[config.mk]
export PLATFORM = sky130hd
export DESIGN_NAME = core_issue_window_flat
export DESIGN_NICKNAME = d
export VERILOG_FILES = /design/src/rtl/core_issue_window_if.sv /design/src/rtl/core_issue_window.sv /design/src/flat_wrapper.sv
export SDC_FILE = /design/constraint.sdc
export NUM_CORES = 1
export LEC_CHECK = 0
export ABC_CLOCK_PERIOD_IN_PS = 11350
export CAP_MARGIN = 20
export CORE_UTILIZATION = 45
export DETAILED_ROUTE_END_ITERATION = 12
export PLACE_DENSITY = 0.64
export SYNTH_ARGS = -nofsm -noshare
export SYNTH_HDL_FRONTEND = slang
export SYNTH_SLANG_ARGS = --single-unit
[constraint.sdc]
create_clock -name clk_i -period 11.35 [get_ports clk_i]
set_input_delay 2.27 -clock clk_i [delete_from_list [all_inputs] [get_ports clk_i]]
set_output_delay 2.27 -clock clk_i [all_outputs]
set_load 0.005 [all_outputs]
[src/rtl/core_issue_window_if.sv]
// ---------------------------------------------------------------------------
// core_issue_window_if
//
// Purpose : bundles every non-clock, non-reset signal of the issue window:
//           the fetch handshake, the issued group towards the back end, the
//           register writeback port, the redirect flush and the halt status.
//
// Parameter
//   ISSUE_W        maximum instructions issued per cycle (slot count).
//
// Signals (direction as seen by the issue window, i.e. the slave modport)
//   fetch_valid_i   in   1          fetch offers an instruction
//   fetch_instr_i   in   16         TOY instruction word
//   fetch_pc_i      in   8          PC of the offered instruction
//   fetch_ready_o   out  1          window takes the offered instruction
//   issue_valid_o   out  ISSUE_W    thermometer mask of issued slots
//   issue_instr_o   out  16*ISSUE_W instruction per slot (slot 0 = oldest)
//   issue_pc_o      out  8*ISSUE_W  PC per slot
//   issue_ready_i   in   1          back end accepts the whole group
//   wb_en_i         in   1          a register write completed
//   wb_rd_i         in   4          register that was written
//   flush_i         in   1          redirect, discard window contents
//   halted_o        out  1          a halt has issued (sticky)
//
// Modports
//   slave  : the issue window itself
//   master : the surrounding core / testbench driving fetch and back end
// ---------------------------------------------------------------------------
interface core_issue_window_if #(
  parameter int ISSUE_W = 2
);
  logic                   fetch_valid_i;
  logic [15:0]            fetch_instr_i;
  logic [7:0]             fetch_pc_i;
  logic                   fetch_ready_o;
  logic [ISSUE_W-1:0]     issue_valid_o;
  logic [16*ISSUE_W-1:0]  issue_instr_o;
  logic [8*ISSUE_W-1:0]   issue_pc_o;
  logic                   issue_ready_i;
  logic                   wb_en_i;
  logic [3:0]             wb_rd_i;
  logic                   flush_i;
  logic                   halted_o;

  modport slave (
    input  fetch_valid_i,
    input  fetch_instr_i,
    input  fetch_pc_i,
    output fetch_ready_o,
    output issue_valid_o,
    output issue_instr_o,
    output issue_pc_o,
    input  issue_ready_i,
    input  wb_en_i,
    input  wb_rd_i,
    input  flush_i,
    output halted_o
  );

  modport master (
    output fetch_valid_i,
    output fetch_instr_i,
    output fetch_pc_i,
    input  fetch_ready_o,
    input  issue_valid_o,
    input  issue_instr_o,
    input  issue_pc_o,
    output issue_ready_i,
    output wb_en_i,
    output wb_rd_i,
    output flush_i,
    input  halted_o
  );
endinterface

[src/rtl/core_issue_window.sv]
// ---------------------------------------------------------------------------
// core_issue_window
//
// Purpose : in-order issue window for the real-TOY core. Buffers up to DEPTH
//           fetched instructions in a circular FIFO and each cycle offers the
//           longest hazard-free prefix of up to ISSUE_W of them to the back
//           end. Hazards are tracked by a 16-entry dirty-bit scoreboard that is
//           set on issue and cleared by writeback. Supports flush (redirect)
//           and a sticky halt.
//
// Parameters
//   DEPTH    window entries (>= ISSUE_W, >= 2; need not be a power of two)
//   ISSUE_W  maximum instructions issued per cycle (>= 1)
//
// Ports
//   clk_i    clock, all state updates on the rising edge
//   rst_i    synchronous active-high reset
//   bus      core_issue_window_if.slave: fetch, issue, writeback, flush, halt
//
// Build option
//   CORE_ISSUE_WB_BYPASS_EN : when defined, a writeback clears its dirty bit
//   for the same-cycle eligibility check, so a dependant issues in the
//   writeback cycle. When undefined the clear only takes effect at the edge.
// ---------------------------------------------------------------------------
module core_issue_window #(
  parameter int DEPTH   = 4,
  parameter int ISSUE_W = 2
) (
  input  logic               clk_i,
  input  logic               rst_i,
  core_issue_window_if.slave bus
);

  localparam int PTR_W = (DEPTH > 1) ? $clog2(DEPTH) : 1;
  localparam int CNT_W = $clog2(DEPTH + 1);

  // Register usage and class of one TOY opcode.
  typedef struct packed {
    logic src_rd;
    logic src_rs;
    logic src_rt;
    logic dst_rd;
    logic mem;
    logic ctrl;
    logic halt;
  } dec_t;

  function automatic dec_t decode_op(input logic [3:0] op);
    dec_t d;
    d = '0;
    case (op)
      4'h1, 4'h2, 4'h3, 4'h4, 4'h5, 4'h6: begin
        d.src_rs = 1'b1;
        d.src_rt = 1'b1;
        d.dst_rd = 1'b1;
      end
      4'h7: d.dst_rd = 1'b1;
      4'h8: begin
        d.dst_rd = 1'b1;
        d.mem    = 1'b1;
      end
      4'h9: begin
        d.src_rd = 1'b1;
        d.mem    = 1'b1;
      end
      4'hA: begin
        d.src_rt = 1'b1;
        d.dst_rd = 1'b1;
        d.mem    = 1'b1;
      end
      4'hB: begin
        d.src_rd = 1'b1;
        d.src_rt = 1'b1;
        d.mem    = 1'b1;
      end
      4'hC, 4'hD, 4'hE: begin
        d.src_rd = 1'b1;
        d.ctrl   = 1'b1;
      end
      4'hF: begin
        d.dst_rd = 1'b1;
        d.ctrl   = 1'b1;
      end
      4'h0: d.halt = 1'b1;
      default: d = '0;
    endcase
    return d;
  endfunction

  function automatic logic [15:0] reg_bit(input logic [3:0] r);
    return 16'h0001 << r;
  endfunction

  // Pointer advance modulo DEPTH; n never exceeds DEPTH, so one wrap suffices.
  function automatic logic [PTR_W-1:0] ptr_add(input logic [PTR_W-1:0] p,
                                               input int unsigned    n);
    int unsigned s;
    s = 32'(p) + n;
    s = (s >= 32'(DEPTH)) ? (s - 32'(DEPTH)) : s;
    return s[PTR_W-1:0];
  endfunction

  // Architectural state
  logic [15:0]      instr_q [DEPTH];
  logic [7:0]       pc_q    [DEPTH];
  logic [PTR_W-1:0] head_q, head_d;
  logic [PTR_W-1:0] tail_q, tail_d;
  logic [CNT_W-1:0] count_q, count_d;
  logic [15:0]      dirty_q, dirty_d;
  logic             halted_q, halted_d;

  // Combinational helpers
  logic [15:0]            eff_dirty_s;
  logic [ISSUE_W-1:0]     valid_s;
  logic [16*ISSUE_W-1:0]  instr_bus_s;
  logic [8*ISSUE_W-1:0]   pc_bus_s;
  logic [15:0]            set_mask_s;
  logic                   halt_sel_s;
  logic [CNT_W-1:0]       pop_s;
  logic                   fetch_ready_s;
  logic                   push_s;
  logic                   xfer_s;

  assign fetch_ready_s = (count_q < CNT_W'(DEPTH)) && !halted_q && !bus.flush_i;
  assign push_s        = bus.fetch_valid_i && fetch_ready_s;
  assign xfer_s        = bus.issue_ready_i && (|valid_s) && !bus.flush_i;

  assign bus.fetch_ready_o = fetch_ready_s;
  assign bus.issue_valid_o = valid_s;
  assign bus.issue_instr_o = instr_bus_s;
  assign bus.issue_pc_o    = pc_bus_s;
  assign bus.halted_o      = halted_q;

  // Scoreboard view used for eligibility (optionally sees this cycle's writeback).
  always_comb begin
`ifdef CORE_ISSUE_WB_BYPASS_EN
    if (bus.wb_en_i) begin
      eff_dirty_s = dirty_q & ~reg_bit(bus.wb_rd_i);
    end else begin
      eff_dirty_s = dirty_q;
    end
`else
    eff_dirty_s = dirty_q;
`endif
  end

  // Walk the oldest ISSUE_W entries and build the eligible prefix.
  always_comb begin
    logic [15:0]      prior_dst;
    logic             chain;
    logic             ok;
    logic [PTR_W-1:0] idx;
    logic [15:0]      ins;
    dec_t             d;
    logic [15:0]      src_m;
    logic [15:0]      dst_m;
    logic [15:0]      touch_m;

    valid_s     = '0;
    instr_bus_s = '0;
    pc_bus_s    = '0;
    set_mask_s  = 16'h0000;
    halt_sel_s  = 1'b0;
    pop_s       = '0;
    prior_dst   = 16'h0000;
    chain       = !halted_q;
    ok          = 1'b0;
    idx         = '0;
    ins         = 16'h0000;
    d           = '0;
    src_m       = 16'h0000;
    dst_m       = 16'h0000;
    touch_m     = 16'h0000;

    for (int k = 0; k < ISSUE_W; k++) begin
      idx   = ptr_add(head_q, unsigned'(k));
      ins   = instr_q[idx];
      d     = decode_op(ins[15:12]);
      src_m = (d.src_rd ? reg_bit(ins[11:8]) : 16'h0000) |
              (d.src_rs ? reg_bit(ins[7:4])  : 16'h0000) |
              (d.src_rt ? reg_bit(ins[3:0])  : 16'h0000);
      dst_m = d.dst_rd ? reg_bit(ins[11:8]) : 16'h0000;
      touch_m = src_m | dst_m;

      // chain already folds in "previous slot eligible" and "no earlier
      // memory/control/halt op" -- any of those ends the group.
      ok = chain && (k < int'(count_q));
      if (d.halt) begin
        ok = ok && (k == 0) && (eff_dirty_s == 16'h0000) && bus.issue_ready_i;
      end else begin
        ok = ok && ((touch_m & eff_dirty_s) == 16'h0000)
                && ((touch_m & prior_dst)  == 16'h0000);
      end

      valid_s[k]              = ok;
      instr_bus_s[k*16 +: 16] = ins;
      pc_bus_s[k*8 +: 8]      = pc_q[idx];
      set_mask_s = set_mask_s | (ok ? (dst_m & 16'hFFFE) : 16'h0000);
      halt_sel_s = halt_sel_s | (ok && d.halt);
      pop_s      = ok ? CNT_W'(k + 1) : pop_s;
      prior_dst  = prior_dst | (dst_m & 16'hFFFE);
      chain      = ok && !(d.mem || d.ctrl || d.halt);
    end
  end

  // Next-state for pointers, occupancy, scoreboard and halt.
  always_comb begin
    head_d   = head_q;
    tail_d   = tail_q;
    count_d  = count_q;
    halted_d = halted_q;
    // Writeback clears first so that a same-cycle issue set wins.
    if (bus.wb_en_i) begin
      dirty_d = dirty_q & ~reg_bit(bus.wb_rd_i);
    end else begin
      dirty_d = dirty_q;
    end

    if (bus.flush_i) begin
      // Scoreboard is kept: writes already in flight still complete.
      head_d  = tail_q;
      count_d = '0;
    end else begin
      if (xfer_s) begin
        head_d   = ptr_add(head_q, 32'(pop_s));
        dirty_d  = dirty_d | set_mask_s;
        halted_d = halted_q | halt_sel_s;
      end else begin
        head_d   = head_q;
      end
      if (push_s) begin
        tail_d = ptr_add(tail_q, 32'd1);
      end else begin
        tail_d = tail_q;
      end
      count_d = count_q + CNT_W'(push_s) - (xfer_s ? pop_s : {CNT_W{1'b0}});
    end
  end

  // State registers with synchronous reset; storage written on enqueue.
  always_ff @(posedge clk_i) begin
    if (rst_i) begin
      head_q   <= '0;
      tail_q   <= '0;
      count_q  <= '0;
      dirty_q  <= 16'h0000;
      halted_q <= 1'b0;
      for (int i = 0; i < DEPTH; i++) begin
        instr_q[i] <= 16'h0000;
        pc_q[i]    <= 8'h00;
      end
    end else begin
      head_q   <= head_d;
      tail_q   <= tail_d;
      count_q  <= count_d;
      dirty_q  <= dirty_d;
      halted_q <= halted_d;
      if (push_s) begin
        instr_q[tail_q] <= bus.fetch_instr_i;
        pc_q[tail_q]    <= bus.fetch_pc_i;
      end else begin
        instr_q[tail_q] <= instr_q[tail_q];
        pc_q[tail_q]    <= pc_q[tail_q];
      end
    end
  end

endmodule
[src/flat_wrapper.sv]
// flat-port wrapper written by rule: the top's interface ports become plain ports
module core_issue_window_flat 
#(
  parameter int DEPTH   = 4,
  parameter int ISSUE_W = 2
)
  (clk_i, rst_i, bus_fetch_valid_i, bus_fetch_instr_i, bus_fetch_pc_i, bus_fetch_ready_o, bus_issue_valid_o, bus_issue_instr_o, bus_issue_pc_o, bus_issue_ready_i, bus_wb_en_i, bus_wb_rd_i, bus_flush_i, bus_halted_o);
  core_issue_window_if #(.ISSUE_W(ISSUE_W)) bus_i ();
  input  logic clk_i;
  input  logic rst_i;
  input wire logic [$bits(bus_i.fetch_valid_i)-1:0] bus_fetch_valid_i;
  input wire logic [$bits(bus_i.fetch_instr_i)-1:0] bus_fetch_instr_i;
  input wire logic [$bits(bus_i.fetch_pc_i)-1:0] bus_fetch_pc_i;
  output wire logic [$bits(bus_i.fetch_ready_o)-1:0] bus_fetch_ready_o;
  output wire logic [$bits(bus_i.issue_valid_o)-1:0] bus_issue_valid_o;
  output wire logic [$bits(bus_i.issue_instr_o)-1:0] bus_issue_instr_o;
  output wire logic [$bits(bus_i.issue_pc_o)-1:0] bus_issue_pc_o;
  input wire logic [$bits(bus_i.issue_ready_i)-1:0] bus_issue_ready_i;
  input wire logic [$bits(bus_i.wb_en_i)-1:0] bus_wb_en_i;
  input wire logic [$bits(bus_i.wb_rd_i)-1:0] bus_wb_rd_i;
  input wire logic [$bits(bus_i.flush_i)-1:0] bus_flush_i;
  output wire logic [$bits(bus_i.halted_o)-1:0] bus_halted_o;
  assign bus_i.fetch_valid_i = bus_fetch_valid_i;
  assign bus_i.fetch_instr_i = bus_fetch_instr_i;
  assign bus_i.fetch_pc_i = bus_fetch_pc_i;
  assign bus_fetch_ready_o = bus_i.fetch_ready_o;
  assign bus_issue_valid_o = bus_i.issue_valid_o;
  assign bus_issue_instr_o = bus_i.issue_instr_o;
  assign bus_issue_pc_o = bus_i.issue_pc_o;
  assign bus_i.issue_ready_i = bus_issue_ready_i;
  assign bus_i.wb_en_i = bus_wb_en_i;
  assign bus_i.wb_rd_i = bus_wb_rd_i;
  assign bus_i.flush_i = bus_flush_i;
  assign bus_halted_o = bus_i.halted_o;
  core_issue_window #(.DEPTH(DEPTH), .ISSUE_W(ISSUE_W)) u_core (.clk_i(clk_i), .rst_i(rst_i), .bus(bus_i));
endmodule
# --- Word level (Yosys, flattened, before mapping) ---
# Memory sizes are Yosys's and may differ from the RTL's.
# Index checks and enable logic that the tools add are counted.
# Widths: inputs -> output; s select.
totals:
  register_bits: 24
  ram_bits: 96
  out_inout_bits: 52
  elab_cells: 175
  n_memories: 2
memory_table:
  columns: ["name", "words", "word_bits", "rd", "rd_ports_with_merged_regs", "wr", "line", "text"]
  rows:
  - ["u_core.instr_q", 4, 16, 2, 0, 4, "core_issue_window.sv:104", "logic [15:0] instr_q [DEPTH];"]
  - ["u_core.pc_q", 4, 8, 2, 0, 4, "core_issue_window.sv:105", "logic [7:0] pc_q [DEPTH];"]
op_classes:
  n_addsub: 9
  magnitude_cmp: 7
  n_eq_ne: 31
  shift: 7
  n_mux: 52
  bitwise_logic: 18
  n_reduce_logical: 44
ops:
  columns: ["operator", "count"]
  rows:
  - ["$mux 16", 15]
  - ["$or 16x16->16", 8]
  - ["$shl 1x4->16 const A", 7]
  - ["$and 16x16->16", 4]
  - ["$eq 4x4->1 const B", 16]
  - ["$logic_not 16->1", 4]
  - ["$eq 4x3->1 const B", 8]
  - ["$mux 1", 25]
  - ["$reduce_or 8->1", 3]
  - ["$reduce_or 10->1", 2]
  - ["$eq 4x2->1 const B", 4]
  - ["$mux 2", 8]
  - ["$mux 8", 2]
  - ["$not 16->16", 1]
  - ["$reduce_or 16->1", 1]
  - ["$logic_and 1x1->1", 15]
  - ["$reduce_or 6->1", 2]
  - ["$reduce_or 5->1", 2]
  - ["$eq 4x1->1 const B", 2]
  - ["$logic_not 4->1", 2]
  - ["$reduce_or 4->1", 2]
  - ["$sub 2x1->2 const B", 4]
  - ["$add 2x1->3 const B", 2]
  - ["$ge 3x3->1 const B", 2]
  - ["other kinds (16)", 27]

# --- Depth between registers and ports, before layout ---
# Gate-level depths: netlist (run 1).
# An unclocked memory read counts as a cell.
logic_depth:
  ltp_word: 25
  ltp_mapped: 21
  mapped_depth_nobuf: 19

# --- Worst setup path before layout (run 1) ---
# OpenSTA, ideal clock, no wires.
synth_timing:
  path_kind: "in2out"
  from: "input port bus_issue_ready_i"
  to: "output port bus_issue_valid_o[1]"
  arrival_ps: 3344
  setup_slack_ps: 5736
  cell_stages: 6
  n_path_buf: 0
  path_cell_list: "inv_1 -> nor4_1 -> nand3_1 -> or3_1 -> and2_1 -> nor2b_1"
synth_between:
  elab_chain_cells: 7
synth_lines:
  columns: ["element", "line", "text"]
  rows:
  - ["start: declaration", "flat_wrapper.sv:18", "input wire logic [$bits(bus_i.issue_ready_i)-1:0] bus_issue_ready_i;"]
  - ["$logic_and 1x1->1", "core_issue_window.sv:189", "ok = ok && (k == 0) && (eff_dirty_s == 16'h0000) && bus.issue_ready_i;"]
  - ["$mux 1", "core_issue_window.sv:188", "if (d.halt) begin"]
  - ["$logic_and 1x1->1", "core_issue_window.sv:202", "chain = ok && !(d.mem || d.ctrl || d.halt);"]
  - ["$logic_and 1x1->1", "core_issue_window.sv:187", "ok = chain && (k < int'(count_q));"]
  - ["$logic_and 1x1->1", "core_issue_window.sv:191", "ok = ok && ((touch_m & eff_dirty_s) == 16'h0000)"]
  - ["$logic_and 1x1->1", "core_issue_window.sv:192", "&& ((touch_m & prior_dst) == 16'h0000);"]
  - ["$mux 1", "core_issue_window.sv:188", null]
  - ["end: declaration", "flat_wrapper.sv:15", "output wire logic [$bits(bus_i.issue_valid_o)-1:0] bus_issue_valid_o;"]
# No other way between the ends.

# --- Final worst setup path (run 1) ---
layout_timing:
  from: "register u_core.head_q[0]"
  to: "output port bus_issue_valid_o[1]"
layout_between:
  elab_chain_cells: 19
  elab_cells_between_ends: 98
layout_lines:
  columns: ["element", "line", "text"]
  rows:
  - ["start: declaration", "core_issue_window.sv:106", "logic [PTR_W-1:0] head_q, head_d;"]
  - ["start signal: assignment", "core_issue_window.sv:243", "head_q <= '0;"]
  - ["start signal: assignment", "core_issue_window.sv:253", "head_q <= head_d;"]
  - ["parallel branches: the longest is 2 deep, another holds $add 2x1->3", null, null]
  - ["$mem_v2 4x16 *", null, null]
  - ["$eq 4x1->1 (tied with other cells)", "core_issue_window.sv:51", "case (op)"]
  - ["$reduce_or 6->1 / $reduce_or 5->1 (equally long branches)", null, null]
  - ["$mux 1", "core_issue_window.sv:51", null]
  - ["$mux 16 (on tied branches)", "core_issue_window.sv:180, core_issue_window.sv:179", null]
  - ["$or 16x16->16", "core_issue_window.sv:179", "src_m = (d.src_rd ? reg_bit(ins[11:8]) : 16'h0000) |"]
  - ["$or 16x16->16", "core_issue_window.sv:180", "(d.src_rs ? reg_bit(ins[7:4]) : 16'h0000) |"]
  - ["[... 2 more ...]", null, null]
  - ["$logic_not 16->1", "core_issue_window.sv:191", null]
  - ["$logic_and 1x1->1", "core_issue_window.sv:191", null]
  - ["$mux 1", "core_issue_window.sv:188", null]
  - ["$logic_and 1x1->1", "core_issue_window.sv:202", null]
  - ["$logic_and 1x1->1", "core_issue_window.sv:187", null]
  - ["$logic_and 1x1->1", "core_issue_window.sv:191", null]
  - ["$logic_and 1x1->1", "core_issue_window.sv:192", null]
  - ["$mux 1 *", "core_issue_window.sv:188", null]
# Every way passes the cells marked *.

==> results.tsv, run 1 <==
stage	metric	value	unit
placed_design	standard cell area after detailed placement	0.00881	mm^2
floorplan	die width	133	um
final_layout	final cell count without fillers	1039	
pwr	Lkg Pwr	3.32	nW
drt	wire length per cell	24.0	um
sta	setup violators final	0	
synth	Post-synth ARST share	0	
sta	headroom to the max-slew limit	0.314	
floorplan	area of the die	0.0178	mm^2
floorplan	top-level I/O count	86	
floorplan	floorplan row count	47	
clock_network	clock tree from TritonCTS	yes	
placed_design	number of placed instances with taps included	1007	
clock_network	clock latency reported for the late side of the worst-skew pair	420	ps
drt	number of detailed-route iterations in the first pass	5	
setup_path	highest fanout seen on the critical path	25	
setup_path	startpoint-to-endpoint class of the critical path	flop to primary output	
setup_path	critical path arrival	4970	ps
sta	Hold Worst Slack	515	ps
synth	post-synthesis register bit count	122	
clock_network	CTS sink cnt	122	
placed_design	count of port buffers added during placement	85	
global_routing	wire length of the first global-routing pass	38300	um
global_routing	GRT Resource Usage Total	0.292	
sta	unrepaired setup endpoints after global routing	false	
min_path	Hold Path Class	flop to flop	
setup_path	worst-case reg-to-reg path depth	17	
clock_network	PostCTS Resize Cnt	0	
sta	count of pins over their slew limit	0	
drt	mean number of vias per cell	6.35	
global_routing	maximum number of pins on one net before global-route repair	33	
floorplan	chip height	133	um
floorplan	Core Footprint	0.0167	mm^2
final_layout	area taken by flip-flops and latches	0.00341	mm^2
min_path	number of cells on the worst hold path	2	
synth	most frequently used flop master after synthesis	sky130_fd_sc_hd__edfxtp_1	
synth	post-synthesis cell area	0.00776	mm^2
synth	part of the Yosys area used for sequential elements	0.438	
final_layout	antenna diode instance count	0	
global_routing	number of global-route vias before repair	6614	
sta	Fin. Hold Viols	0	
setup_path	Critical Path Start Type	flop	
drt	Vias	6598	
synth	number of synthesized flops with an enable pin	96	
status	outcome	finished, final reports clean	
clock_network	hold-fix buffer count after cts	0	
sta	actual transition at the worst max-transition pin	1030	ps
placed_design	RePlAce Congestion	0.949	
synth	post-synth cell types	73	
sta	summed negative setup slack over all endpoints	0	ps
floorplan	starting density of the core	0.465	
final_layout	post-layout net count	845	
placed_design	HPWL after detailed placement	17400	um
final_layout	number of fill cells	1449	
final_layout	area of the multi-input gates	0.00402	mm^2
global_routing	number of antenna violations at the first check in global routing	0	
setup_path	critical path data required time	9080	ps
clock_network	Inserted Clock Buffers	17	
setup_path	Reg2Reg Setup Slack	6010	ps
drt	count of unresolved DRC violations after routing	0	
final_layout	P&R area growth vs syn	21.4	%
final_layout	layout cells sized above 1	0.142	
drt	total wire length	24900	um
synth	synthesized area divided by synthesized cell count	10.5	um^2
synth	synthesized net count	776	
setup_path	kind of capture point of the worst setup path	primary output	
clock_network	number of setup buffers added after CTS	0	
global_routing	gr ovfl total	0	
synth	number of warnings printed during yosys synthesis	0	
drt	number of DRC violations after detailed-routing iteration 0	560	
drt	antenna-violating nets left	0	
final_layout	final instance area	0.00943	mm^2
clock_network	post-CTS clock slew at the launch and capture registers of the worst setup and hold paths	60	ps
sta	final period utilization	0.638	
pwr	peak ir drop on the vdd network	0.202	mV
sta	final worst path period need	7240	ps
pwr	ratio of total power to cell area	141	mW/mm^2
sta	clock skew after layout	7.09	ps
clock_network	H-tree level count	4	
job	number of maximum-capacitance constraint violations	0	
clock_network	Clk Tree Root Cell	sky130_fd_sc_hd__clkbuf_16	
sta	maximum frequency from static timing analysis	0.138	GHz
synth	gate count of the mapped netlist	737	
clock_network	buffer depth of the longest clock path	2	
[power by group]
part | internal (W) | switching (W) | total [W] | leakage (nW)
Clock | 0.000350 | 0.000219 | 0.000569 | 0.297
Sequential | 0.000503 | 0.0000114 | 0.000514 | 1.20
Combinational | 0.000103 | 0.000143 | 0.000246 | 1.82
[sequential cells by signal, summed over array words and instances (netlist names), named ones only]
register             cells
u_core.bus.halted_o      1
u_core.head_q            2
u_core.tail_q            2
u_core.dirty_q          16
u_core.pc_q             32
u_core.count_q           3
u_core.instr_q          64
[worst max-delay path, cell delays in order, from the launching register on]
cell and delay, ps:
sky130_fd_sc_hd__dfxtp_2 340, sky130_fd_sc_hd__buf_4 450, sky130_fd_sc_hd__mux4_2 680, sky130_fd_sc_hd__nor4_2 730, sky130_fd_sc_hd__nor2_1 140, sky130_fd_sc_hd__a32o_1 280, sky130_fd_sc_hd__nand2b_1 140, sky130_fd_sc_hd__a2111oi_0 430
sky130_fd_sc_hd__and4_1 310, sky130_fd_sc_hd__and3_1 270, sky130_fd_sc_hd__nor2b_1 220, sky130_fd_sc_hd__clkdlybuf4s50_1 540
[synthesized netlist by cell type (5+ instances only)]
cell / instances / area [um^2]
sky130_fd_sc_hd__a211oi_1: 6 / 45.0
sky130_fd_sc_hd__inv_1: 44 / 165
sky130_fd_sc_hd__nor4_1: 5 / 31.3
sky130_fd_sc_hd__nand4_1: 7 / 43.8
sky130_fd_sc_hd__and2_1: 32 / 200
sky130_fd_sc_hd__edfxtp_1: 96 / 2880
sky130_fd_sc_hd__o21ai_0: 13 / 65.1
sky130_fd_sc_hd__a31oi_1: 22 / 138
sky130_fd_sc_hd__dfxtp_1: 26 / 521
sky130_fd_sc_hd__mux2i_1: 8 / 80.1
sky130_fd_sc_hd__clkbuf_1: 31 / 116
sky130_fd_sc_hd__buf_2: 9 / 45.0
sky130_fd_sc_hd__a21oi_1: 9 / 45.0
sky130_fd_sc_hd__nand2b_1: 16 / 100
sky130_fd_sc_hd__nand3_1: 22 / 110
sky130_fd_sc_hd__o211ai_1: 5 / 37.5
sky130_fd_sc_hd__nor3_1: 25 / 125
sky130_fd_sc_hd__o22ai_1: 9 / 56.3
sky130_fd_sc_hd__nand3b_1: 6 / 45.0
sky130_fd_sc_hd__nor2b_1: 18 / 113
sky130_fd_sc_hd__or2_2: 5 / 31.3
sky130_fd_sc_hd__nor3b_1: 21 / 158
sky130_fd_sc_hd__or3_1: 9 / 56.3
sky130_fd_sc_hd__mux4_2: 48 / 1080
sky130_fd_sc_hd__nand2_1: 53 / 199
sky130_fd_sc_hd__o32ai_1: 5 / 43.8
sky130_fd_sc_hd__nor2_1: 96 / 360
sky130_fd_sc_hd__o31ai_1: 12 / 90.1
[metal layers]
layer | track usage | wire length [um]
met2 | 0.491 | 12100
met4 | 0.131 | 895
met1 | 0.368 | 10400
met5 | 0 | 0
met3 | 0.0498 | 1530
[cells by family after synthesis]
logic type                 count (synthesis)  synth area share
and+or+nand+nor                          337             0.230
DFF                                      122             0.438
AOI/OAI and AO/OA                        120             0.116
buffers and inverters                     89            0.0469
muxes                                     60             0.155
adders and majority gates                  5           0.00903
xor gates and xnor gates                   4           0.00451
[cells in the final DEF, fill, tap and decap left out, types with 4 or more instances in the layout]
master,synthesis,final
sky130_fd_sc_hd__nor2_1,96,96
sky130_fd_sc_hd__edfxtp_1,96,96
sky130_fd_sc_hd__clkdlybuf4s50_1,0,85
sky130_fd_sc_hd__nand2_1,53,53
sky130_fd_sc_hd__mux4_2,48,48
sky130_fd_sc_hd__inv_1,44,44
sky130_fd_sc_hd__and2_1,32,32
sky130_fd_sc_hd__nor3_1,25,25
sky130_fd_sc_hd__dfxtp_1,26,24
sky130_fd_sc_hd__nand3_1,22,22
sky130_fd_sc_hd__a31oi_1,22,22
sky130_fd_sc_hd__nor3b_1,21,20
sky130_fd_sc_hd__nor2b_1,18,17
sky130_fd_sc_hd__clkbuf_16,0,17
sky130_fd_sc_hd__nand2b_1,16,16
sky130_fd_sc_hd__o21ai_0,13,13
sky130_fd_sc_hd__o31ai_1,12,12
sky130_fd_sc_hd__o22ai_1,9,9
sky130_fd_sc_hd__or3_1,9,9
sky130_fd_sc_hd__a21oi_1,9,9
sky130_fd_sc_hd__buf_4,1,9
sky130_fd_sc_hd__mux2i_1,8,8
sky130_fd_sc_hd__nand4_1,7,7
sky130_fd_sc_hd__a211oi_1,6,6
sky130_fd_sc_hd__nand3b_1,6,6
sky130_fd_sc_hd__o211ai_1,5,5
sky130_fd_sc_hd__or2_2,5,5
sky130_fd_sc_hd__nor4_1,5,5
sky130_fd_sc_hd__o32ai_1,5,5
sky130_fd_sc_hd__inv_6,0,5
sky130_fd_sc_hd__o31ai_2,4,4
sky130_fd_sc_hd__a22oi_1,4,4
sky130_fd_sc_hd__and4b_1,4,4
sky130_fd_sc_hd__ha_1,4,4
[path summary, 6_finish.rpt]
kind,startpoint,endpoint
min reg2reg,u_core.bus.halted_o,u_core.bus.halted_o
max,u_core.head_q[0],bus_issue_valid_o[1]
min,u_core.bus.halted_o,u_core.bus.halted_o
max reg2reg,u_core.head_q[0],u_core.count_q[2]
[layout make-up]
class,instances,share of cell area
Multi-Input combinational cell,526,0.427
Sequential cell,122,0.361
Timing Repair Buffer,95,0.100
Clock buffer,17,0.0451
Tap cell,220,0.0292
Clock inverter,15,0.0199
Inverter,44,0.0175
[stage by stage]
stage                     utilization  power [W]  setup slack (ps)
after CTS                       0.564    0.00133              4060
after global placement          0.526   0.000765              4550
after global routing            0.564    0.00137              3790
after floorplan                     -   0.000664              5740
after detailed placement        0.528   0.000767              4540
final                           0.564    0.00133              4110
(Power assumes the default switching activity.)
==> run 2: changes to the inputs <==
--- a/config.mk
+++ b/config.mk
@@ -5,7 +5,7 @@
 export SDC_FILE = /design/constraint.sdc
 export NUM_CORES = 1
 export LEC_CHECK = 0
-export ABC_CLOCK_PERIOD_IN_PS = 11350
+export ABC_CLOCK_PERIOD_IN_PS = 7600
 export CAP_MARGIN = 20
 export CORE_UTILIZATION = 45
 export DETAILED_ROUTE_END_ITERATION = 12
==> constraint.sdc (replaced) <==
create_clock -name clk_i -period 7.6 [get_ports clk_i]
set_input_delay 1.52 -clock clk_i [delete_from_list [all_inputs] [get_ports clk_i]]
set_output_delay 1.52 -clock clk_i [all_outputs]
set_load 0.005 [all_outputs]
==> results.tsv, run 2 (synthesis gave the netlist of run 1 again) <==
stage	metric	value	unit	change
status	outcome	finished, final reports clean		
final_layout	final cell count without fillers	1040		+0.096%
sta	count of pins over their slew limit	0		unchanged
global_routing	gr ovfl total	0		unchanged
drt	wire length per cell	24.6	um	+2.4%
final_layout	max reg flops	64		unchanged
setup_path	critical path arrival	4710	ps	-260 ps
sta	headroom to the max-slew limit	0.372		+0.0587
setup_path	highest fanout seen on the critical path	16		-36%
final_layout	registers with the most flip-flops	u_core.instr_q: 64 flops, u_core.pc_q: 32 flops, u_core.dirty_q: 16 flops		
sta	unrepaired setup endpoints after global routing	false		
floorplan	die width	133	um	unchanged
drt	total wire length	25600	um	+2.5%
setup_path	startpoint-to-endpoint class of the critical path	flop to primary output		
setup_path	Crit path max-delay family	simple AND/OR/NAND/NOR gates		
clock_network	hold-fix buffer count after cts	0		unchanged
sta	setup violators final	0		unchanged
drt	mean number of vias per cell	6.38		+0.46%
clock_network	number of setup buffers added after CTS	0		unchanged
sta	maximum frequency from static timing analysis	0.160	GHz	
min_path	Hold Path Class	flop to flop		
final_layout	highest-count cells in the layout ignoring fill and taps	sky130_fd_sc_hd__nor2_1 (96), sky130_fd_sc_hd__edfxtp_1 (96), sky130_fd_sc_hd__clkdlybuf4s50_1 (85), sky130_fd_sc_hd__nand2_1 (53), sky130_fd_sc_hd__mux4_2 (48)		
job	number of maximum-capacitance constraint violations	0		unchanged
placed_design	standard cell area after detailed placement	0.00879	mm^2	-0.21%
final_layout	post-layout net count	846		+0.12%
clock_network	post-CTS clock slew at the launch and capture registers of the worst setup and hold paths	60	ps	about the same
pwr	cell-internal power	0.00139	W	+45%
global_routing	wire length of the first global-routing pass	39200	um	+2.4%
placed_design	HPWL after detailed placement	18200	um	+5.0%
pwr	Lkg Pwr	3.29	nW	-0.79%
setup_path	buffering stage count on the worst path with inverters included	1		-1
placed_design	number of placed instances with taps included	1008		+0.099%
setup_path	cells along the critical path	mux4_2 -> or4_4 -> o211a_1 -> nor2b_1 -> a21oi_1 -> o21ai_0 -> a211oi_1 -> and3_1 -> nor2b_1 -> clkdlybuf4s50_1		
final_layout	layout cells sized above 1	0.140		-0.00139
pwr	peak ir drop on the vdd network	0.173	mV	-15%
final_layout	P&R area growth vs syn	20.7	%	
clock_network	Clk Tree Root Cell	sky130_fd_sc_hd__clkbuf_16		
floorplan	top-level I/O count	86		unchanged
clock_network	clock latency reported for the late side of the worst-skew pair	420	ps	about the same
global_routing	number of antenna violations at the first check in global routing	0		unchanged
sta	Fin. Hold Viols	0		unchanged
clock_network	CTS sink cnt	122		unchanged
setup_path	kind of capture point of the worst setup path	primary output		
min_path	Min-Delay Startpoint	u_core.bus.halted_o		
clock_network	clock tree from TritonCTS	yes		
drt	antenna-violating nets left	0		unchanged
clock_network	PostCTS Resize Cnt	0		unchanged
final_layout	final instance area	0.00937	mm^2	-0.58%
drt	number of DRC violations after detailed-routing iteration 0	678		+21%
global_routing	maximum number of pins on one net before global-route repair	33		unchanged
pwr	switching power share of the total	0.285		+0.00336
final_layout	number of fill cells	1454		+0.35%
sta	summed negative setup slack over all endpoints	0	ps	unchanged
sta	Hold Worst Slack	523	ps	+7.78 ps
clock_network	Inserted Clock Buffers	17		unchanged
drt	count of unresolved DRC violations after routing	0		unchanged
drt	number of detailed-route iterations in the first pass	5		unchanged
clock_network	buffer depth of the longest clock path	2		unchanged
clock_network	H-tree level count	4		unchanged
setup_path	critical path data required time	6080	ps	-3000 ps
global_routing	GRT Resource Usage Total	0.298		+0.00642
global_routing	number of global-route vias before repair	6556		-0.88%
floorplan	chip height	133	um	unchanged
floorplan	floorplan row count	47		unchanged
sta	final worst path period need	6230	ps	
floorplan	Core Footprint	0.0167	mm^2	unchanged
setup_path	master of the slowest instance on the critical path	sky130_fd_sc_hd__dfxtp_2		
floorplan	starting density of the core	0.465		unchanged
final_layout	post-route core utilization	0.561		-0.00330
placed_design	count of port buffers added during placement	85		unchanged
pwr	net load switching power	0.000552	W	+48%
final_layout	register with the most flip-flops	u_core.instr_q		
setup_path	max incr delay on CP	680	ps	-50 ps
setup_path	critical path's most frequent cell	sky130_fd_sc_hd__nor2b_1		
pwr	ratio of total power to cell area	207	mW/mm^2	+47%
sta	final period utilization	0.820		
pwr	Flop pwr share	0.400		+0.013
pwr	share of power burned in combinational logic	0.188		+0.003
sta	clock skew after layout	8.63	ps	+1.54 ps
sta	actual transition at the worst max-transition pin	936	ps	-93.6 ps
floorplan	area of the die	0.0178	mm^2	unchanged
final_layout	antenna diode instance count	0		unchanged
drt	Vias	6635		+0.56%
pwr	clock group share of total power	0.412		-0.016
placed_design	RePlAce Congestion	0.966		+1.8%
setup_path	Critical Path Start Type	flop		
run 2: cell types whose count changed in the layout (fill, tap and decap cells not counted):
cell                         previous run  this run
sky130_fd_sc_hd__nor3b_4                1         0
sky130_fd_sc_hd__inv_6                  5         2
sky130_fd_sc_hd__clkinv_1               0         1
sky130_fd_sc_hd__buf_16                 1         0
sky130_fd_sc_hd__bufinv_16              3         2
sky130_fd_sc_hd__clkinvlp_4             2         4
sky130_fd_sc_hd__inv_8                  1         0
sky130_fd_sc_hd__buf_4                  9        11
sky130_fd_sc_hd__clkinv_4               2         3
sky130_fd_sc_hd__clkbuf_1               0         1
sky130_fd_sc_hd__nor3b_2                0         1
run 2: metrics by stage:
step           total power (W)  worst slack (ps)
2_1_floorplan         0.000991              2810
3_3_place_gp           0.00114              1900
3_5_place_dp           0.00115              1850
4_1_cts                0.00194              1410
5_1_grt                0.00201              1050
6_report               0.00194              1370
run 2: area by class of cell:
cell class | instances | area, um^2 | share of cell area
clock buffers | 18 | 429 | 0.0458
clock inverters | 14 | 148 | 0.0158
inverters | 44 | 165 | 0.0176
multi-input cells | 526 | 4020 | 0.428
flip-flops and latches | 122 | 3410 | 0.363
well taps | 220 | 275 | 0.0294
repair buffers | 96 | 933 | 0.0996
run 2: power groups by stage:
| stage | Sequential, W | Combinational (W) | Clock [W] |
|---|---|---|---|
| 6_report | 0.000775 | 0.000365 | 0.000800 |
| 5_1_grt | 0.000778 | 0.000388 | 0.000839 |
| 4_1_cts | 0.000775 | 0.000362 | 0.000805 |
| 3_5_place_dp | 0.000789 | 0.000360 | 0 |
| 3_3_place_gp | 0.000786 | 0.000357 | 0 |
| 2_1_floorplan | 0.000774 | 0.000218 | 0 |
run 2: path summary, 6_finish.rpt:
| kind | endpoint | slack [ps] | cells after the start |
|---|---|---|---|
| worst min-delay path | u_core.bus.halted_o | 520 | 2 |
| worst max register to register | u_core.count_q[2] | 2250 | 18 |
| worst max-delay path | bus_issue_valid_o[1] | 1370 | 10 |
| worst min register to register | u_core.bus.halted_o | 520 | 2 |
run 2: worst reg2reg max path, stage by stage, from the launching register on:
cell and delay, ps:
sky130_fd_sc_hd__dfxtp_1 790, sky130_fd_sc_hd__buf_4 400, sky130_fd_sc_hd__mux4_2 560, sky130_fd_sc_hd__mux2_2 390
sky130_fd_sc_hd__a22oi_1 180, sky130_fd_sc_hd__nor2_1 70, sky130_fd_sc_hd__nor4_1 250, sky130_fd_sc_hd__nand4_1 150
sky130_fd_sc_hd__or4_4 570, sky130_fd_sc_hd__and2_1 210, sky130_fd_sc_hd__nor4_1 300, sky130_fd_sc_hd__ha_1 300
sky130_fd_sc_hd__inv_1 60, sky130_fd_sc_hd__ha_1 130, sky130_fd_sc_hd__inv_1 50, sky130_fd_sc_hd__fa_1 420
sky130_fd_sc_hd__xor2_1 190, sky130_fd_sc_hd__xnor2_1 140, sky130_fd_sc_hd__nor3_1 50
run 2: layer usage:
metal | part of all wire | vias up | routed length, um | GRT usage
li1 | - | 2949 | - | -
met1 | 0.41 | 3295 | 10400 | 0.396
met2 | 0.49 | 325 | 12500 | 0.489
met3 | 0.067 | 66 | 1710 | 0.0438
met4 | 0.034 | 0 | 872 | 0.125
met5 | 0 | - | 0 | 0
==> run 3: changes to the inputs <==
--- a/config.mk
+++ b/config.mk
@@ -5,11 +5,11 @@
 export SDC_FILE = /design/constraint.sdc
 export NUM_CORES = 1
 export LEC_CHECK = 0
-export ABC_CLOCK_PERIOD_IN_PS = 7600
+export ABC_CLOCK_PERIOD_IN_PS = 5000
 export CAP_MARGIN = 20
 export CORE_UTILIZATION = 45
 export DETAILED_ROUTE_END_ITERATION = 12
-export PLACE_DENSITY = 0.64
+export PLACE_DENSITY = 0.67
 export SYNTH_ARGS = -nofsm -noshare
 export SYNTH_HDL_FRONTEND = slang
 export SYNTH_SLANG_ARGS = --single-unit
==> constraint.sdc (replaced) <==
create_clock -name clk_i -period 5 [get_ports clk_i]
set_input_delay 1 -clock clk_i [delete_from_list [all_inputs] [get_ports clk_i]]
set_output_delay 1 -clock clk_i [all_outputs]
set_load 0.005 [all_outputs]
==> results.tsv, run 3 (synthesis gave the netlist of run 1 again) <==
stage	metric	value	unit	change
drt	mean number of vias per cell	6.38		about the same
final_layout	post-layout net count	903		+6.7%
sta	clock skew after layout	10.3	ps	+1.63 ps
setup_path	highest fanout seen on the critical path	6		-10
clock_network	clock latency reported for the late side of the worst-skew pair	420	ps	about the same
setup_path	startpoint-to-endpoint class of the critical path	flop to primary output		
drt	count of unresolved DRC violations after routing	0		unchanged
status	outcome	finished, final reports clean		
pwr	cell-internal power	0.00218	W	+57%
drt	Vias	7000		+5.5%
pwr	switching power share of the total	0.289		+0.00383
clock_network	Clk Tree Root Cell	sky130_fd_sc_hd__clkbuf_16		
final_layout	registers with the most flip-flops	u_core.instr_q: 64 flops, u_core.pc_q: 32 flops, u_core.dirty_q: 16 flops		
job	number of maximum-capacitance constraint violations	0		unchanged
floorplan	die width	133	um	unchanged
sta	count of pins over their slew limit	0		unchanged
global_routing	number of antenna violations at the first check in global routing	1		+1
sta	actual transition at the worst max-transition pin	775	ps	-161 ps
pwr	clock group share of total power	0.406		-0.006
setup_path	max incr delay on CP	530	ps	-150 ps
sta	final period utilization	0.980		
drt	antenna-violating nets left	0		unchanged
placed_design	HPWL after detailed placement	19600	um	+7.7%
setup_path	master of the slowest instance on the critical path	sky130_fd_sc_hd__mux4_2		
clock_network	clock tree from TritonCTS	yes		
setup_path	critical path's most frequent cell	sky130_fd_sc_hd__buf_4		
placed_design	RePlAce Congestion	0.970		+0.35%
clock_network	Inserted Clock Buffers	17		unchanged
drt	number of detailed-route iterations in the first pass	6		+1
clock_network	buffer depth of the longest clock path	2		unchanged
clock_network	hold-fix buffer count after cts	0		unchanged
floorplan	floorplan row count	47		unchanged
global_routing	number of global-route vias before repair	6860		+4.6%
setup_path	cells along the critical path	buf_4 -> mux4_2 -> or3_4 -> nand4b_1 -> buf_4 -> o22ai_1 -> o21ai_0 -> o2111ai_1 -> or4_4 -> and2_4 -> inv_1 -> clkdlybuf4s50_1		
setup_path	critical path data required time	4000	ps	-2080 ps
floorplan	area of the die	0.0178	mm^2	unchanged
final_layout	layout cells sized above 1	0.218		+0.0775
final_layout	highest-count cells in the layout ignoring fill and taps	sky130_fd_sc_hd__nor2_1 (96), sky130_fd_sc_hd__edfxtp_1 (96), sky130_fd_sc_hd__clkdlybuf4s50_1 (84), sky130_fd_sc_hd__buf_4 (59), sky130_fd_sc_hd__nand2_1 (52)		
sta	Fin. Hold Viols	0		unchanged
drt	number of DRC violations after detailed-routing iteration 0	592		-13%
drt	total wire length	27900	um	+9.1%
pwr	share of power burned in combinational logic	0.209		+0.021
placed_design	number of placed instances with taps included	1037		+2.9%
pwr	peak ir drop on the vdd network	0.222	mV	+28%
sta	Hold Worst Slack	555	ps	+31.8 ps
drt	wire length per cell	25.4	um	+3.4%
setup_path	critical path arrival	3900	ps	-810 ps
setup_path	kind of capture point of the worst setup path	primary output		
final_layout	max reg flops	64		unchanged
global_routing	GRT Resource Usage Total	0.315		+0.0166
sta	final worst path period need	4900	ps	
sta	setup violators final	0		unchanged
min_path	Hold Path Class	flop to flop		
placed_design	standard cell area after detailed placement	0.00904	mm^2	+2.8%
clock_network	CTS sink cnt	122		unchanged
setup_path	Critical Path Start Type	flop		
final_layout	number of fill cells	1392		-4.3%
final_layout	P&R area growth vs syn	28.7	%	
final_layout	final cell count without fillers	1098		+5.6%
clock_network	post-CTS clock slew at the launch and capture registers of the worst setup and hold paths	60	ps	about the same
global_routing	maximum number of pins on one net before global-route repair	32		-3.0%
sta	headroom to the max-slew limit	0.483		+0.111
sta	maximum frequency from static timing analysis	0.204	GHz	
floorplan	starting density of the core	0.465		unchanged
placed_design	count of port buffers added during placement	85		unchanged
pwr	Flop pwr share	0.385		-0.015
global_routing	wire length of the first global-routing pass	40700	um	+3.9%
clock_network	H-tree level count	4		unchanged
pwr	Lkg Pwr	3.64	nW	+11%
pwr	ratio of total power to cell area	306	mW/mm^2	+48%
sta	summed negative setup slack over all endpoints	0	ps	unchanged
global_routing	gr ovfl total	0		unchanged
final_layout	register with the most flip-flops	u_core.instr_q		
floorplan	top-level I/O count	86		unchanged
floorplan	chip height	133	um	unchanged
pwr	net load switching power	0.000883	W	+60%
floorplan	Core Footprint	0.0167	mm^2	unchanged
final_layout	final instance area	0.00999	mm^2	+6.6%
run 3: cell types whose count changed in the layout (fill, tap and decap cells not counted), sizes merged:
cell / change
clkdlybuf4s50: -1
clkinv: -4
inv: +4
dlymetal6s2s: +1
diode: +1
buf: +57
run 3: timing repair:
item,CTS,global route
setup buffers,18,10
pin swaps,7,4
gates resized for setup,16,20
endpoints found under the setup margin,2,2
run 3: per-layer routing:
layer	GRT usage	vias to the layer above	part of all wire
met2	0.543	384	0.51
met5	0	-	0
met3	0.0582	93	0.073
met1	0.374	3467	0.37
li1	-	3056	-
met4	0.164	0	0.047
run 3: layout make-up:
type / count / area (um^2) / share of cell area
diodes: 1 / 2.50 / 0.000251
clock buffers: 18 / 429 / 0.0430
clock inverters: 14 / 160 / 0.0160
inverters: 44 / 165 / 0.0165
multi-input cells: 526 / 4120 / 0.412
flip-flops and latches: 122 / 3410 / 0.342
well taps: 220 / 275 / 0.0276
repair buffers: 153 / 1430 / 0.143
run 3: worst max-delay path: cells and delay by family, from the launching register on:
kind                   cells  cell delay (ps)
buffers and inverters      4              840
AOI/OAI and AO/OA          3              470
and+or+nand+nor            4             1230
DFF                        1              410
muxes                      1              530
run 3: power groups by stage:
stage                     Clock [W]  Sequential [W]  Combinational, W
after floorplan                   0         0.00118          0.000331
final                       0.00124         0.00118          0.000640
after global placement            0         0.00119          0.000581
after global routing        0.00129         0.00118          0.000674
after CTS                   0.00124         0.00117          0.000613
after detailed placement          0         0.00119          0.000583
run 3: metrics by stage:
step | power (W) | worst slack, ps | utilization
after floorplan | 0.00151 | 485 | -
after detailed placement | 0.00178 | 133 | 0.541
after global routing | 0.00314 | -13.1 | 0.598
after CTS | 0.00303 | 2.77 | 0.588
final | 0.00306 | 102 | 0.598
after global placement | 0.00177 | 198 | 0.540
run 3: final timing paths:
kind	cells past startpoint	start	slack (ps)	end
max	12	u_core.instr_q[3][13]	100	bus_issue_valid_o[0]
min	2	u_core.bus.halted_o	550	u_core.bus.halted_o
max reg2reg	19	u_core.head_q[0]	390	u_core.count_q[2]
min reg2reg	2	u_core.bus.halted_o	550	u_core.bus.halted_o
